File: src/rtl/serial_subtractor_if.sv
`default_nettype none
// ============================================================================
// Module      : serial_subtractor_if
// Description : Request/result bundle for the bit-serial subtractor.
//               The ovf signal exists only when SIGNED_OVF_EN is defined.
// Revision    : 1.0 - initial release
// ============================================================================
interface serial_subtractor_if #(
   parameter int WIDTH = 8
);
   logic             start;
   logic [WIDTH-1:0] a;
   logic [WIDTH-1:0] b;
   logic             bin;
   logic             busy;
   logic             done;
   logic [WIDTH-1:0] diff;
   logic             bw;
`ifdef SIGNED_OVF_EN
   logic             ovf;
`endif

   // Controller side: issues requests, observes results
   modport master (
      output start, a, b, bin,
      input  busy, done, diff, bw
`ifdef SIGNED_OVF_EN
      , input ovf
`endif
   );

   // Subtractor side: accepts requests, produces results
   modport slave (
      input  start, a, b, bin,
      output busy, done, diff, bw
`ifdef SIGNED_OVF_EN
      , output ovf
`endif
   );
endinterface
`default_nettype wire

File: src/rtl/serial_subtractor.sv
`default_nettype none
// ============================================================================
// Module      : serial_subtractor
// Description : Bit-serial WIDTH-bit subtractor computing a - b - bin, one
//               full-subtractor cell per cycle, LSB first. The result
//               {bw,diff} is the (WIDTH+1)-bit two's-complement difference.
//               Optional macro SIGNED_OVF_EN adds a signed overflow flag.
// Revision    : 1.0 - initial release
// ============================================================================
module serial_subtractor #(
   parameter int WIDTH = 8
) (
   input  wire logic           clk,
   input  wire logic           rst_n,
   serial_subtractor_if.slave  bus
);

   // Counter must be at least one bit wide even for WIDTH=1
   localparam int               CW   = (WIDTH > 1) ? $clog2(WIDTH) : 1;
   localparam logic [CW-1:0]    LAST = CW'(WIDTH - 1);

   typedef enum logic [1:0] {
      IDLE  = 2'd0,
      SHIFT = 2'd1,
      DONE  = 2'd2
   } state_t;

   state_t           state;
   logic [WIDTH-1:0] ra;
   logic [WIDTH-1:0] rb;
   logic [WIDTH-1:0] pr;
   logic             br;
   logic [CW-1:0]    cnt;
`ifdef SIGNED_OVF_EN
   logic             a_msb;
   logic             b_msb;
`endif

   logic             d;
   logic             nbr;
   logic [WIDTH-1:0] pr_next;

   // Single full-subtractor cell operating on the current LSBs
   assign d   = ra[0] ^ rb[0] ^ br;
   assign nbr = (~ra[0] & rb[0]) | (~(ra[0] ^ rb[0]) & br);

   // New difference bit enters at the MSB; after WIDTH shifts bit 0 is at the LSB
   assign pr_next = (pr >> 1) | (WIDTH'(d) << (WIDTH - 1));

   // Control FSM and datapath; busy/done are registered alongside state
   always_ff @(posedge clk) begin
      if (!rst_n) begin
         state    <= IDLE;
         ra       <= '0;
         rb       <= '0;
         pr       <= '0;
         br       <= 1'b0;
         cnt      <= '0;
         bus.busy <= 1'b0;
         bus.done <= 1'b0;
         bus.diff <= '0;
         bus.bw   <= 1'b0;
`ifdef SIGNED_OVF_EN
         a_msb    <= 1'b0;
         b_msb    <= 1'b0;
         bus.ovf  <= 1'b0;
`endif
      end else begin
         bus.done <= 1'b0;
         case (state)
            IDLE: begin
               if (bus.start) begin
                  ra       <= bus.a;
                  rb       <= bus.b;
                  br       <= bus.bin;
                  pr       <= '0;
                  cnt      <= '0;
`ifdef SIGNED_OVF_EN
                  a_msb    <= bus.a[WIDTH-1];
                  b_msb    <= bus.b[WIDTH-1];
`endif
                  bus.busy <= 1'b1;
                  state    <= SHIFT;
               end
            end
            SHIFT: begin
               ra  <= ra >> 1;
               rb  <= rb >> 1;
               pr  <= pr_next;
               br  <= nbr;
               cnt <= cnt + CW'(1);
               if (cnt == LAST) begin
                  // Results are published only here, so they hold through the next operation
                  bus.diff <= pr_next;
                  bus.bw   <= nbr;
`ifdef SIGNED_OVF_EN
                  // d is the MSB of the final difference on this edge
                  bus.ovf  <= (a_msb ^ b_msb) & (a_msb ^ d);
`endif
                  bus.busy <= 1'b0;
                  bus.done <= 1'b1;
                  state    <= DONE;
               end
            end
            DONE: begin
               state <= IDLE;
            end
            default: begin
               bus.busy <= 1'b0;
               state    <= IDLE;
            end
         endcase
      end
   end

endmodule
`default_nettype wire

File: src/flat_wrapper.sv
// flat-port wrapper written by rule: the top's interface ports become plain ports
module serial_subtractor_flat 
#(
   parameter int WIDTH = 8
)
  (clk, rst_n, bus_start, bus_a, bus_b, bus_bin, bus_busy, bus_done, bus_diff, bus_bw);
  serial_subtractor_if #(.WIDTH(WIDTH)) bus_i ();
  input  wire logic clk;
  input  wire logic rst_n;
  input wire logic [$bits(bus_i.start)-1:0] bus_start;
  input wire logic [$bits(bus_i.a)-1:0] bus_a;
  input wire logic [$bits(bus_i.b)-1:0] bus_b;
  input wire logic [$bits(bus_i.bin)-1:0] bus_bin;
  output wire logic [$bits(bus_i.busy)-1:0] bus_busy;
  output wire logic [$bits(bus_i.done)-1:0] bus_done;
  output wire logic [$bits(bus_i.diff)-1:0] bus_diff;
  output wire logic [$bits(bus_i.bw)-1:0] bus_bw;
  assign bus_i.start = bus_start;
  assign bus_i.a = bus_a;
  assign bus_i.b = bus_b;
  assign bus_i.bin = bus_bin;
  assign bus_busy = bus_i.busy;
  assign bus_done = bus_i.done;
  assign bus_diff = bus_i.diff;
  assign bus_bw = bus_i.bw;
  serial_subtractor #(.WIDTH(WIDTH)) u_core (.clk(clk), .rst_n(rst_n), .bus(bus_i));
endmodule
File: config.mk
export PLATFORM = sky130hd
export DESIGN_NAME = serial_subtractor_flat
export DESIGN_NICKNAME = d
export VERILOG_FILES = /design/src/rtl/serial_subtractor_if.sv /design/src/rtl/serial_subtractor.sv /design/src/flat_wrapper.sv
export SDC_FILE = /design/constraint.sdc
export NUM_CORES = 1
export LEC_CHECK = 0
export CORE_AREA = 2 2 60 62
export CTS_BUF_LIST = sky130_fd_sc_hd__clkbuf_16
export DETAILED_ROUTE_END_ITERATION = 8
export DIE_AREA = 0 0 62 64
export MAX_ROUTING_LAYER = met4
export PLACE_DENSITY = 0.87
export SLEW_MARGIN = 0
export SYNTH_ARGS = -nofsm -noshare
export SYNTH_HDL_FRONTEND = slang
export SYNTH_SLANG_ARGS = --single-unit
File: constraint.sdc
create_clock -name clk -period 1.51 [get_ports clk]
set_input_delay 0.151 -clock clk [delete_from_list [all_inputs] [get_ports clk]]
set_output_delay 0.151 -clock clk [all_outputs]
set_load 0.01 [all_outputs]
==> metrics.txt, run 1 <==
# TYPE chip_impl_metric gauge
chip_impl_metric{name="synthMuxAreaShare",unit="%"} 8.933
chip_impl_metric{name="min_delay_path_depth",unit=""} 3
chip_impl_metric{name="clock_sinks",unit=""} 40
chip_impl_info{name="crit_type",value="reg -> out"} 1
chip_impl_metric{name="buffer_ports.inserted",unit=""} 30
chip_impl_metric{name="crit_buf_inv",unit=""} 1
chip_impl_metric{name="floorplan.core_area",unit="um^2"} 3284
chip_impl_info{name="timing.critical_path.to_type",value="primary output"} 1
chip_impl_metric{name="start_util",unit="%"} 48.19
chip_impl_metric{name="clock_latency",unit="ps"} 280
chip_impl_info{name="worst_setup_path_start_kind",value="flip-flop"} 1
chip_impl_info{name="combinational_family_with_the_most_area_after_synthesis",value="compound AO/OA/AOI/OAI gates"} 1
chip_impl_metric{name="antenna_violating_nets_post_route",unit=""} 0
chip_impl_metric{name="ys_seq_area_share",unit="%"} 50.59
chip_impl_metric{name="powerDensity",unit="nW/um^2"} 1219
chip_impl_metric{name="die_area",unit="um^2"} 3968
chip_impl_metric{name="first_global_vias",unit=""} 1007
chip_impl_metric{name="timing_worst_slew_pin_value",unit="ps"} 360.9
chip_impl_metric{name="final-hold-violation-count",unit=""} 0
chip_impl_metric{name="top_level_ports",unit=""} 31
chip_impl_metric{name="setup_repair_bufs_after_cts",unit=""} 0
chip_impl_metric{name="first_pass_grt_wire_length",unit="um"} 4505
chip_impl_metric{name="worstSetupPathDepth",unit=""} 1
chip_impl_info{name="worst_r2r_endpoint",value="u_core.bus.diff[5]$_SDFFE_PN0P_"} 1
chip_impl_metric{name="post_synth_instance_area",unit="um^2"} 1583
chip_impl_metric{name="ys_warn_count",unit=""} 0
chip_impl_metric{name="max_clock_freq",unit="MHz"} 768.7
chip_impl_metric{name="areaGrowthSynthToFinish",unit="%"} 32.10
chip_impl_info{name="hold-path-endpoint",value="u_core.rb[7]$_SDFFE_PN0P_"} 1
chip_impl_metric{name="post_synth_fa_ha_maj_area_fraction",unit="%"} 2.846
chip_impl_metric{name="timing.final.crit_period",unit="ps"} 1301
chip_impl_metric{name="antenna_found_initial",unit=""} 0
chip_impl_metric{name="clockBufferDepth",unit=""} 2
chip_impl_metric{name="relSlewSlack",unit="%"} 75.60
chip_impl_metric{name="mappedNetlistNets",unit=""} 189
chip_impl_metric{name="chip_width",unit="um"} 62
chip_impl_metric{name="grt_overflow_total",unit=""} 0
chip_impl_metric{name="totalNegativeSetupSlack",unit="ps"} 0
chip_impl_metric{name="antennaDiodeCount",unit=""} 0
chip_impl_metric{name="cts-htree-levels",unit=""} 2
chip_impl_info{name="cp_cell_sequence",value="clkdlybuf4s50_1"} 1
chip_impl_metric{name="maximum_number_of_pins_on_one_net_before_global_route_repair",unit=""} 29
chip_impl_metric{name="wl",unit="um"} 2887
chip_impl_metric{name="reg2reg_depth",unit=""} 6
chip_impl_metric{name="vias",unit=""} 1231
chip_impl_metric{name="setup_slack",unit="ps"} 209.1
chip_impl_metric{name="post_synth_xor_area_fraction",unit="%"} 0
chip_impl_info{name="cts-root-buf",value="sky130_fd_sc_hd__clkbuf_16"} 1
chip_impl_metric{name="number_of_filler_cells_placed_in_the_layout",unit=""} 277
chip_impl_metric{name="yosys.cell_types.count",unit=""} 27
chip_impl_info{name="tritoncts_clock_tree",value="done"} 1
chip_impl_metric{name="router_iterations_before_antenna_repair",unit=""} 4
chip_impl_metric{name="post_cts_resized",unit=""} 0
chip_impl_metric{name="yosys_reg_bits",unit=""} 40
chip_impl_metric{name="cp.arrival",unit="ps"} 1150
chip_impl_metric{name="finalSetupViolCount",unit=""} 0
chip_impl_metric{name="power.ir.vdd_worst",unit="V"} 0.0007399
chip_impl_metric{name="drt_drc_violations_left",unit=""} 0
chip_impl_metric{name="drtIter0Drc",unit=""} 81
chip_impl_info{name="critical-path-top-delay-family",value="buffers and inverters"} 1
chip_impl_metric{name="die_h",unit="um"} 64
chip_impl_metric{name="layout-drive-gt1-share",unit="%"} 8.081
chip_impl_metric{name="slowest_delay",unit="ps"} 540
chip_impl_metric{name="pre_cts_setup_slack",unit="ps"} 53.21
chip_impl_metric{name="final_min_period_over_clock_period",unit="%"} 86.15
chip_impl_metric{name="worst_hold_slack",unit="ps"} 437.7
chip_impl_info{name="hold_path.startpoint",value="bus_b[7]"} 1
chip_impl_metric{name="clock-skew-final",unit="ps"} 5.671
chip_impl_metric{name="fin_nets",unit=""} 220
chip_impl_metric{name="finish.utilization",unit="%"} 63.66
chip_impl_metric{name="power_leakage",unit="nW"} 0.8001
chip_impl_metric{name="grt.total_usage",unit="%"} 16.39
chip_impl_metric{name="timing.max_cap.violations",unit=""} 0
chip_impl_metric{name="clk_transition_reported_paths",unit="ps"} 60
chip_impl_info{name="run_status",value="complete, no violations"} 1
chip_impl_metric{name="routabilityCongestion",unit=""} 0.8197
chip_impl_metric{name="cts-hold-fix-buffers",unit=""} 0
chip_impl_metric{name="post_drt_wl_per_cell",unit="um"} 11.83
chip_impl_metric{name="post_synth_and_or_nand_nor_area_fraction",unit="%"} 14.62
chip_impl_metric{name="place.detailed.hpwl",unit="um"} 1932
chip_impl_metric{name="critical_path_required",unit="ps"} 1360
chip_impl_info{name="worstReg2RegStart",value="u_core.cnt[0]$_SDFFE_PN0P_"} 1
chip_impl_info{name="critPathSlowestCell",value="sky130_fd_sc_hd__clkdlybuf4s50_1"} 1
chip_impl_metric{name="synth_compound_area_share",unit="%"} 16.28
chip_impl_metric{name="maximum_fanout_along_the_worst_path",unit=""} 2
chip_impl_info{name="hold_class",value="in -> reg"} 1
chip_impl_info{name="rsz0062_at_grt",value="false"} 1
chip_impl_metric{name="fp-row-count",unit=""} 21
chip_impl_metric{name="viasPerCell",unit=""} 5.045
chip_impl_metric{name="numCtsBuffers",unit=""} 5
chip_impl_metric{name="regToRegSetupSlack",unit="ps"} 220
chip_impl_metric{name="synth_area_per_cell",unit="um^2"} 9.535
chip_impl_metric{name="synth_cells",unit=""} 166
chip_impl_metric{name="maxSlewViolCount",unit=""} 0
==> registers in the layout, indices dropped and copies added (netlist names) <==
| register | flops |
|---|---|
| u_core.bus.busy | 1 |
| u_core.cnt | 3 |
| u_core.bus.diff | 8 |
| u_core.ra | 8 |
| u_core.state | 2 |
| u_core.pr | 7 |
| u_core.bus.done | 1 |
| u_core.br | 1 |
| u_core.bus.bw | 1 |
| u_core.rb | 8 |
==> cell type report <==
class	instances	area [um^2]	share of cell area, %
tap	46	57.56	2.753
timing repair buffer	37	377.9	18.07
multi-input combinational	109	675.6	32.32
clock inverter	3	38.79	1.855
sequential	40	800.8	38.30
clock buffer	5	125.1	5.984
inverter	4	15.01	0.7181
==> report_power, final <==
group	total, mW	switching (mW)	internal, mW	leakage (nW)
sequential	1.13	0.0256	1.10	0.327
clock	1.17	0.403	0.770	0.0850
combinational	0.245	0.112	0.133	0.388
total	2.55	0.541	2.01	0.800
==> cells in the final DEF, fill, tap and decap left out, drive strengths merged, types with 2 or more instances in the layout <==
cell,count
a211oi,14
buf,7
clkbuf,5
clkdlybuf4s50,30
clkinv,2
dfxtp,40
ha,2
inv,4
mux2i,13
nand2,19
nand3,9
nor2,19
nor4b,2
o21ai,11
o22ai,11
==> Yosys cell counts <==
cell type	count	share of area (%)
sky130_fd_sc_hd__clkinv_1	1	0.24
sky130_fd_sc_hd__o22ai_1	11	4.3
sky130_fd_sc_hd__mux2_2	1	0.71
sky130_fd_sc_hd__buf_6	2	1.4
sky130_fd_sc_hd__buf_12	1	1.3
sky130_fd_sc_hd__nand2_1	19	4.5
sky130_fd_sc_hd__inv_1	3	0.71
sky130_fd_sc_hd__nor4b_1	2	1.1
sky130_fd_sc_hd__buf_4	1	0.47
sky130_fd_sc_hd__mux2i_1	13	8.2
sky130_fd_sc_hd__ha_1	2	1.6
sky130_fd_sc_hd__and3_1	1	0.40
sky130_fd_sc_hd__nor3_1	1	0.32
sky130_fd_sc_hd__nor2_1	19	4.5
sky130_fd_sc_hd__o31ai_1	1	0.47
sky130_fd_sc_hd__fa_1	1	1.3
sky130_fd_sc_hd__o21ba_4	1	1.0
sky130_fd_sc_hd__or2b_1	1	0.47
sky130_fd_sc_hd__a21oi_1	1	0.32
sky130_fd_sc_hd__a211oi_1	14	6.6
sky130_fd_sc_hd__nand3_1	9	2.8
sky130_fd_sc_hd__buf_2	6	1.9
sky130_fd_sc_hd__buf_1	1	0.24
sky130_fd_sc_hd__clkbuf_1	2	0.47
sky130_fd_sc_hd__dfxtp_1	40	51
sky130_fd_sc_hd__nand3b_1	1	0.47
sky130_fd_sc_hd__o21ai_0	11	3.5
==> per-stage QoR <==
stage               std cells  cell area (um^2)  power (mW)
global placement          236              1927       1.393
finish                    244              2091       2.548
global route              244              2091       2.646
detailed placement        236              1927       1.399
floorplan                 166              1583       1.313
CTS                       244              2091       2.571
==> worst register-to-register path, cell delays in order, from the launching register on <==
cell and delay, ps:
sky130_fd_sc_hd__dfxtp_1 310, sky130_fd_sc_hd__ha_1 190, sky130_fd_sc_hd__ha_1 210, sky130_fd_sc_hd__nand3b_1 110, sky130_fd_sc_hd__buf_4 210, sky130_fd_sc_hd__nand3_1 100, sky130_fd_sc_hd__o21ai_0 80
==> how the worst max path moves through the flow <==
stage                                                from  slack [ps]                         endpoint
after global placement                          bus_start         120        u_core.rb[2]$_SDFFE_PN0P_
after detailed placement                        bus_start          50        u_core.rb[0]$_SDFFE_PN0P_
after global routing           u_core.cnt[0]$_SDFFE_PN0P_          90  u_core.bus.diff[5]$_SDFFE_PN0P_
after floorplan                u_core.cnt[0]$_SDFFE_PN0P_         270       u_core.bus.bw$_SDFFE_PN0P_
final                     u_core.bus.diff[6]$_SDFFE_PN0P_         210                      bus_diff[6]
after CTS                 u_core.bus.diff[6]$_SDFFE_PN0P_         190                      bus_diff[6]
==> logic make-up (layout without fill, tap and decap cells) <==
group	after synthesis	count (layout)
simple gates	53	53
fa+ha+maj	3	3
buf+inv	17	49
mux	14	14
compound gates	39	39
flops	40	40
==> metal layers <==
metal | wire [um] | GRT usage, %
met2 | 1289 | 22.92
met3 | 153 | 7.287
met5 | 0 | -
met1 | 1385 | 20.13
met4 | 59 | 7.181
No activity file was read; power rests on OpenSTA's default activity.
==> run 2: changes to the inputs <==
--- a/config.mk
+++ b/config.mk
@@ -5,12 +5,13 @@
 export SDC_FILE = /design/constraint.sdc
 export NUM_CORES = 1
 export LEC_CHECK = 0
-export CORE_AREA = 2 2 60 62
+export ABC_AREA = 1
+export CORE_AREA = 2 2 62 64
 export CTS_BUF_LIST = sky130_fd_sc_hd__clkbuf_16
 export DETAILED_ROUTE_END_ITERATION = 8
-export DIE_AREA = 0 0 62 64
+export DIE_AREA = 0 0 64 66
 export MAX_ROUTING_LAYER = met4
-export PLACE_DENSITY = 0.87
+export PLACE_DENSITY = 0.88
 export SLEW_MARGIN = 0
 export SYNTH_ARGS = -nofsm -noshare
 export SYNTH_HDL_FRONTEND = slang
==> metrics.txt, run 2 <==
# TYPE chip_impl_metric gauge
chip_impl_metric{name="grt.total_usage",unit="%"} 20.81
chip_impl_metric{name="routabilityCongestion",unit=""} 0.8335
chip_impl_metric{name="floorplan.core_area",unit="um^2"} 3551
chip_impl_metric{name="yosys_reg_bits",unit=""} 40
chip_impl_metric{name="buffer_ports.inserted",unit=""} 30
chip_impl_metric{name="register_area",unit="um^2"} 800.8
chip_impl_metric{name="worst_hold_slack",unit="ps"} 420.3
chip_impl_info{name="final_cell_mix",value="sky130_fd_sc_hd__nand3_1 (60), sky130_fd_sc_hd__nand2_1 (45), sky130_fd_sc_hd__dfxtp_1 (40), sky130_fd_sc_hd__inv_1 (31), sky130_fd_sc_hd__clkdlybuf4s50_1 (30)"} 1
chip_impl_metric{name="chip_width",unit="um"} 64
chip_impl_metric{name="top_level_ports",unit=""} 31
chip_impl_metric{name="fin_nets",unit=""} 292
chip_impl_info{name="biggestRegsByFlops",value="u_core.bus.diff: 8 flops, u_core.ra: 8 flops, u_core.rb: 8 flops"} 1
chip_impl_metric{name="antenna_found_initial",unit=""} 0
chip_impl_metric{name="finalNonFillerCells",unit=""} 318
chip_impl_metric{name="powerDensity",unit="nW/um^2"} 1093
chip_impl_metric{name="start_util",unit="%"} 49.96
chip_impl_metric{name="wl",unit="um"} 3835
chip_impl_metric{name="numCtsBuffers",unit=""} 5
chip_impl_metric{name="cp.arrival",unit="ps"} 1500
chip_impl_info{name="leading_area_contributor_after_synthesis",value="sky130_fd_sc_hd__dfxtp_1"} 1
chip_impl_info{name="ys.flop_type",value="sky130_fd_sc_hd__dfxtp_1"} 1
chip_impl_metric{name="slowest_delay",unit="ps"} 400
chip_impl_info{name="setup.worst_path.start",value="u_core.state[1]$_SDFFE_PN0P_"} 1
chip_impl_metric{name="power.ir.vdd_worst",unit="V"} 0.0006696
chip_impl_metric{name="clock_sinks",unit=""} 40
chip_impl_metric{name="max_clock_freq",unit="MHz"} 736.1
chip_impl_info{name="tritoncts_clock_tree",value="done"} 1
chip_impl_metric{name="drt_drc_violations_left",unit=""} 0
chip_impl_metric{name="clock-skew-final",unit="ps"} 5.388
chip_impl_metric{name="regToRegSetupSlack",unit="ps"} 150
chip_impl_metric{name="min_delay_path_depth",unit=""} 3
chip_impl_info{name="worstReg2RegStart",value="u_core.state[1]$_SDFFE_PN0P_"} 1
chip_impl_metric{name="cts-htree-levels",unit=""} 2
chip_impl_metric{name="reg2reg_depth",unit=""} 6
chip_impl_metric{name="post_cts_resized",unit=""} 0
chip_impl_metric{name="fp-row-count",unit=""} 22
chip_impl_metric{name="yosys.area.top_type_share",unit="%"} 45.13
chip_impl_metric{name="drtIter0Drc",unit=""} 122
chip_impl_metric{name="power_leakage",unit="nW"} 0.9626
chip_impl_metric{name="critical_path_required",unit="ps"} 1650
chip_impl_metric{name="final-hold-violation-count",unit=""} 0
chip_impl_metric{name="synth_area_per_cell",unit="um^2"} 7.331
chip_impl_metric{name="mappedNetlistNets",unit=""} 265
chip_impl_metric{name="totalPowerFinal",unit="mW"} 2.432
chip_impl_metric{name="vias",unit=""} 1631
chip_impl_metric{name="die_h",unit="um"} 66
chip_impl_info{name="critical-path-top-delay-family",value="flip-flops"} 1
chip_impl_info{name="crit_type",value="reg -> reg"} 1
chip_impl_metric{name="maximum_number_of_pins_on_one_net_before_global_route_repair",unit=""} 27
chip_impl_metric{name="crit_buf_inv",unit=""} 2
chip_impl_metric{name="grt_overflow_total",unit=""} 0
chip_impl_metric{name="layout-drive-gt1-share",unit="%"} 7.407
chip_impl_metric{name="number_of_filler_cells_placed_in_the_layout",unit=""} 302
chip_impl_info{name="hold_class",value="in -> reg"} 1
chip_impl_metric{name="timing.max_cap.violations",unit=""} 0
chip_impl_metric{name="maxSlewViolCount",unit=""} 0
chip_impl_metric{name="clk_transition_reported_paths",unit="ps"} 60
chip_impl_metric{name="cts-hold-fix-buffers",unit=""} 0
chip_impl_metric{name="synth_enable_flop_cells",unit=""} 0
chip_impl_metric{name="viasPerCell",unit=""} 5.129
chip_impl_metric{name="totalNegativeSetupSlack",unit="ps"} 0
chip_impl_metric{name="timing_worst_slew_pin_value",unit="ps"} 707.4
chip_impl_metric{name="first_global_vias",unit=""} 1522
chip_impl_metric{name="pre_cts_setup_slack",unit="ps"} 58.41
chip_impl_metric{name="post_synth_instance_area",unit="um^2"} 1774
chip_impl_metric{name="finalSetupViolCount",unit=""} 0
chip_impl_metric{name="area_of_the_multi_input_gates",unit="um^2"} 755.7
chip_impl_metric{name="place.detailed.hpwl",unit="um"} 2512
chip_impl_metric{name="post_drt_wl_per_cell",unit="um"} 12.06
chip_impl_info{name="timing.critical_path.to",value="u_core.ra[4]$_SDFFE_PN0P_"} 1
chip_impl_metric{name="setup_slack",unit="ps"} 151.5
chip_impl_metric{name="worstSetupPathDepth",unit=""} 6
chip_impl_metric{name="first_pass_grt_wire_length",unit="um"} 6720
chip_impl_info{name="run_status",value="complete, no violations"} 1
chip_impl_info{name="synth.most_common_cell",value="sky130_fd_sc_hd__nand3_1"} 1
chip_impl_metric{name="yosys.cell_types.count",unit=""} 21
chip_impl_metric{name="antennaDiodeCount",unit=""} 0
chip_impl_metric{name="setup_repair_bufs_after_cts",unit=""} 0
chip_impl_metric{name="relSlewSlack",unit="%"} 52.79
chip_impl_info{name="cts-root-buf",value="sky130_fd_sc_hd__clkbuf_16"} 1
chip_impl_metric{name="clockBufferDepth",unit=""} 2
chip_impl_metric{name="antenna_violating_nets_post_route",unit=""} 0
chip_impl_metric{name="areaGrowthSynthToFinish",unit="%"} 25.39
chip_impl_metric{name="final_min_period_over_clock_period",unit="%"} 89.97
chip_impl_metric{name="placedCellCount",unit=""} 310
chip_impl_metric{name="clock_latency",unit="ps"} 290
chip_impl_metric{name="maximum_fanout_along_the_worst_path",unit=""} 26
chip_impl_info{name="most_common_cell_after_layout_fill_and_taps_aside",value="sky130_fd_sc_hd__nand3_1"} 1
chip_impl_metric{name="timing.final.crit_period",unit="ps"} 1359
chip_impl_info{name="timing.critical_path.to_type",value="flip-flop"} 1
chip_impl_info{name="worst_setup_path_start_kind",value="flip-flop"} 1
chip_impl_metric{name="ys_warn_count",unit=""} 0
chip_impl_info{name="synth_common_cells",value="sky130_fd_sc_hd__nand3_1 (60), sky130_fd_sc_hd__nand2_1 (45), sky130_fd_sc_hd__dfxtp_1 (40)"} 1
chip_impl_metric{name="die_area",unit="um^2"} 4224
chip_impl_info{name="rsz0062_at_grt",value="false"} 1
chip_impl_metric{name="synth_cells",unit=""} 242
chip_impl_info{name="yosys-top-cells-area",value="sky130_fd_sc_hd__dfxtp_1 (45%), sky130_fd_sc_hd__nand3_1 (17%), sky130_fd_sc_hd__nand2_1 (9.5%)"} 1
chip_impl_info{name="critPathSlowestCell",value="sky130_fd_sc_hd__dfxtp_1"} 1
chip_impl_info{name="cp_cell_sequence",value="inv_4, nand2_8, buf_4, nand2_1, nand3_1, a21oi_1"} 1
chip_impl_metric{name="ys_seq_area_share",unit="%"} 45.13
chip_impl_metric{name="router_iterations_before_antenna_repair",unit=""} 4
chip_impl_info{name="worst_r2r_endpoint",value="u_core.ra[4]$_SDFFE_PN0P_"} 1
chip_impl_metric{name="async_flop_share",unit="%"} 0
==> run 2: worst reg2reg max path: stages, from the launching register on <==
cell and delay, ps:
sky130_fd_sc_hd__dfxtp_1 400, sky130_fd_sc_hd__inv_4 120, sky130_fd_sc_hd__nand2_8 180, sky130_fd_sc_hd__buf_4 250
sky130_fd_sc_hd__nand2_1 100, sky130_fd_sc_hd__nand3_1 100, sky130_fd_sc_hd__a21oi_1 70
==> run 2: layer usage <==
layer	GRT usage, %	vias up	wire, um
met5	-	-	0
met4	7.337	0	64
met3	5.281	7	181
met2	35.81	46	1899
met1	23.52	750	1689
li1	-	828	-
==> run 2: power by group <==
| group | total, mW | switching (mW) | internal (mW) |
|---|---|---|---|
| clock network | 1.03 | 0.423 | 0.605 |
| registers | 1.13 | 0.0289 | 1.10 |
| logic | 0.273 | 0.150 | 0.124 |
| total | 2.43 | 0.602 | 1.83 |
==> run 2: metrics by stage <==
stage / area (um^2) / util [%]
6_report: 2225 / 62.65
4_1_cts: 2225 / 62.65
5_1_grt: 2225 / 62.65
3_5_place_dp: 2081 / 58.60
3_3_place_gp: 2081 / 58.60
2_1_floorplan: 1774 / -
==> run 2: layout make-up <==
type / instances / share of cell area [%]
clock buffers: 5 / 5.624
clock inverters: 3 / 0.8436
inverters: 35 / 6.018
multi-input cells: 153 / 33.97
flip-flops and latches: 40 / 36.00
well taps: 48 / 2.700
repair buffers: 34 / 14.85
==> run 2: cells by family after synthesis <==
kind of cell / count (synthesis) / share of synthesized area [%]
fa+ha+maj: 3 / 2.539
simple gates: 120 / 31.59
buf+inv: 49 / 12.27
flops: 40 / 45.13
compound gates: 30 / 8.462
==> run 2: worst min-delay path by stage <==
stage / from / endpoint
3_3_place_gp: u_core.pr[6]$_SDFFE_PN0P_ / u_core.bus.diff[5]$_SDFFE_PN0P_
6_report: bus_b[7] / u_core.rb[7]$_SDFFE_PN0P_
3_5_place_dp: u_core.pr[7]$_SDFFE_PN0P_ / u_core.bus.diff[6]$_SDFFE_PN0P_
5_1_grt: bus_b[7] / u_core.rb[7]$_SDFFE_PN0P_
2_1_floorplan: rst_n / u_core.bus.diff[0]$_SDFFE_PN0P_
4_1_cts: bus_b[7] / u_core.rb[7]$_SDFFE_PN0P_
==> run 3: changes to the inputs <==
--- a/config.mk
+++ b/config.mk
@@ -6,6 +6,7 @@
 export NUM_CORES = 1
 export LEC_CHECK = 0
 export ABC_AREA = 1
+export CAP_MARGIN = 40
 export CORE_AREA = 2 2 62 64
 export CTS_BUF_LIST = sky130_fd_sc_hd__clkbuf_16
 export DETAILED_ROUTE_END_ITERATION = 8
==> results of run 3 <==
The final DEF is identical to that of run 2; final timing and power are the same.
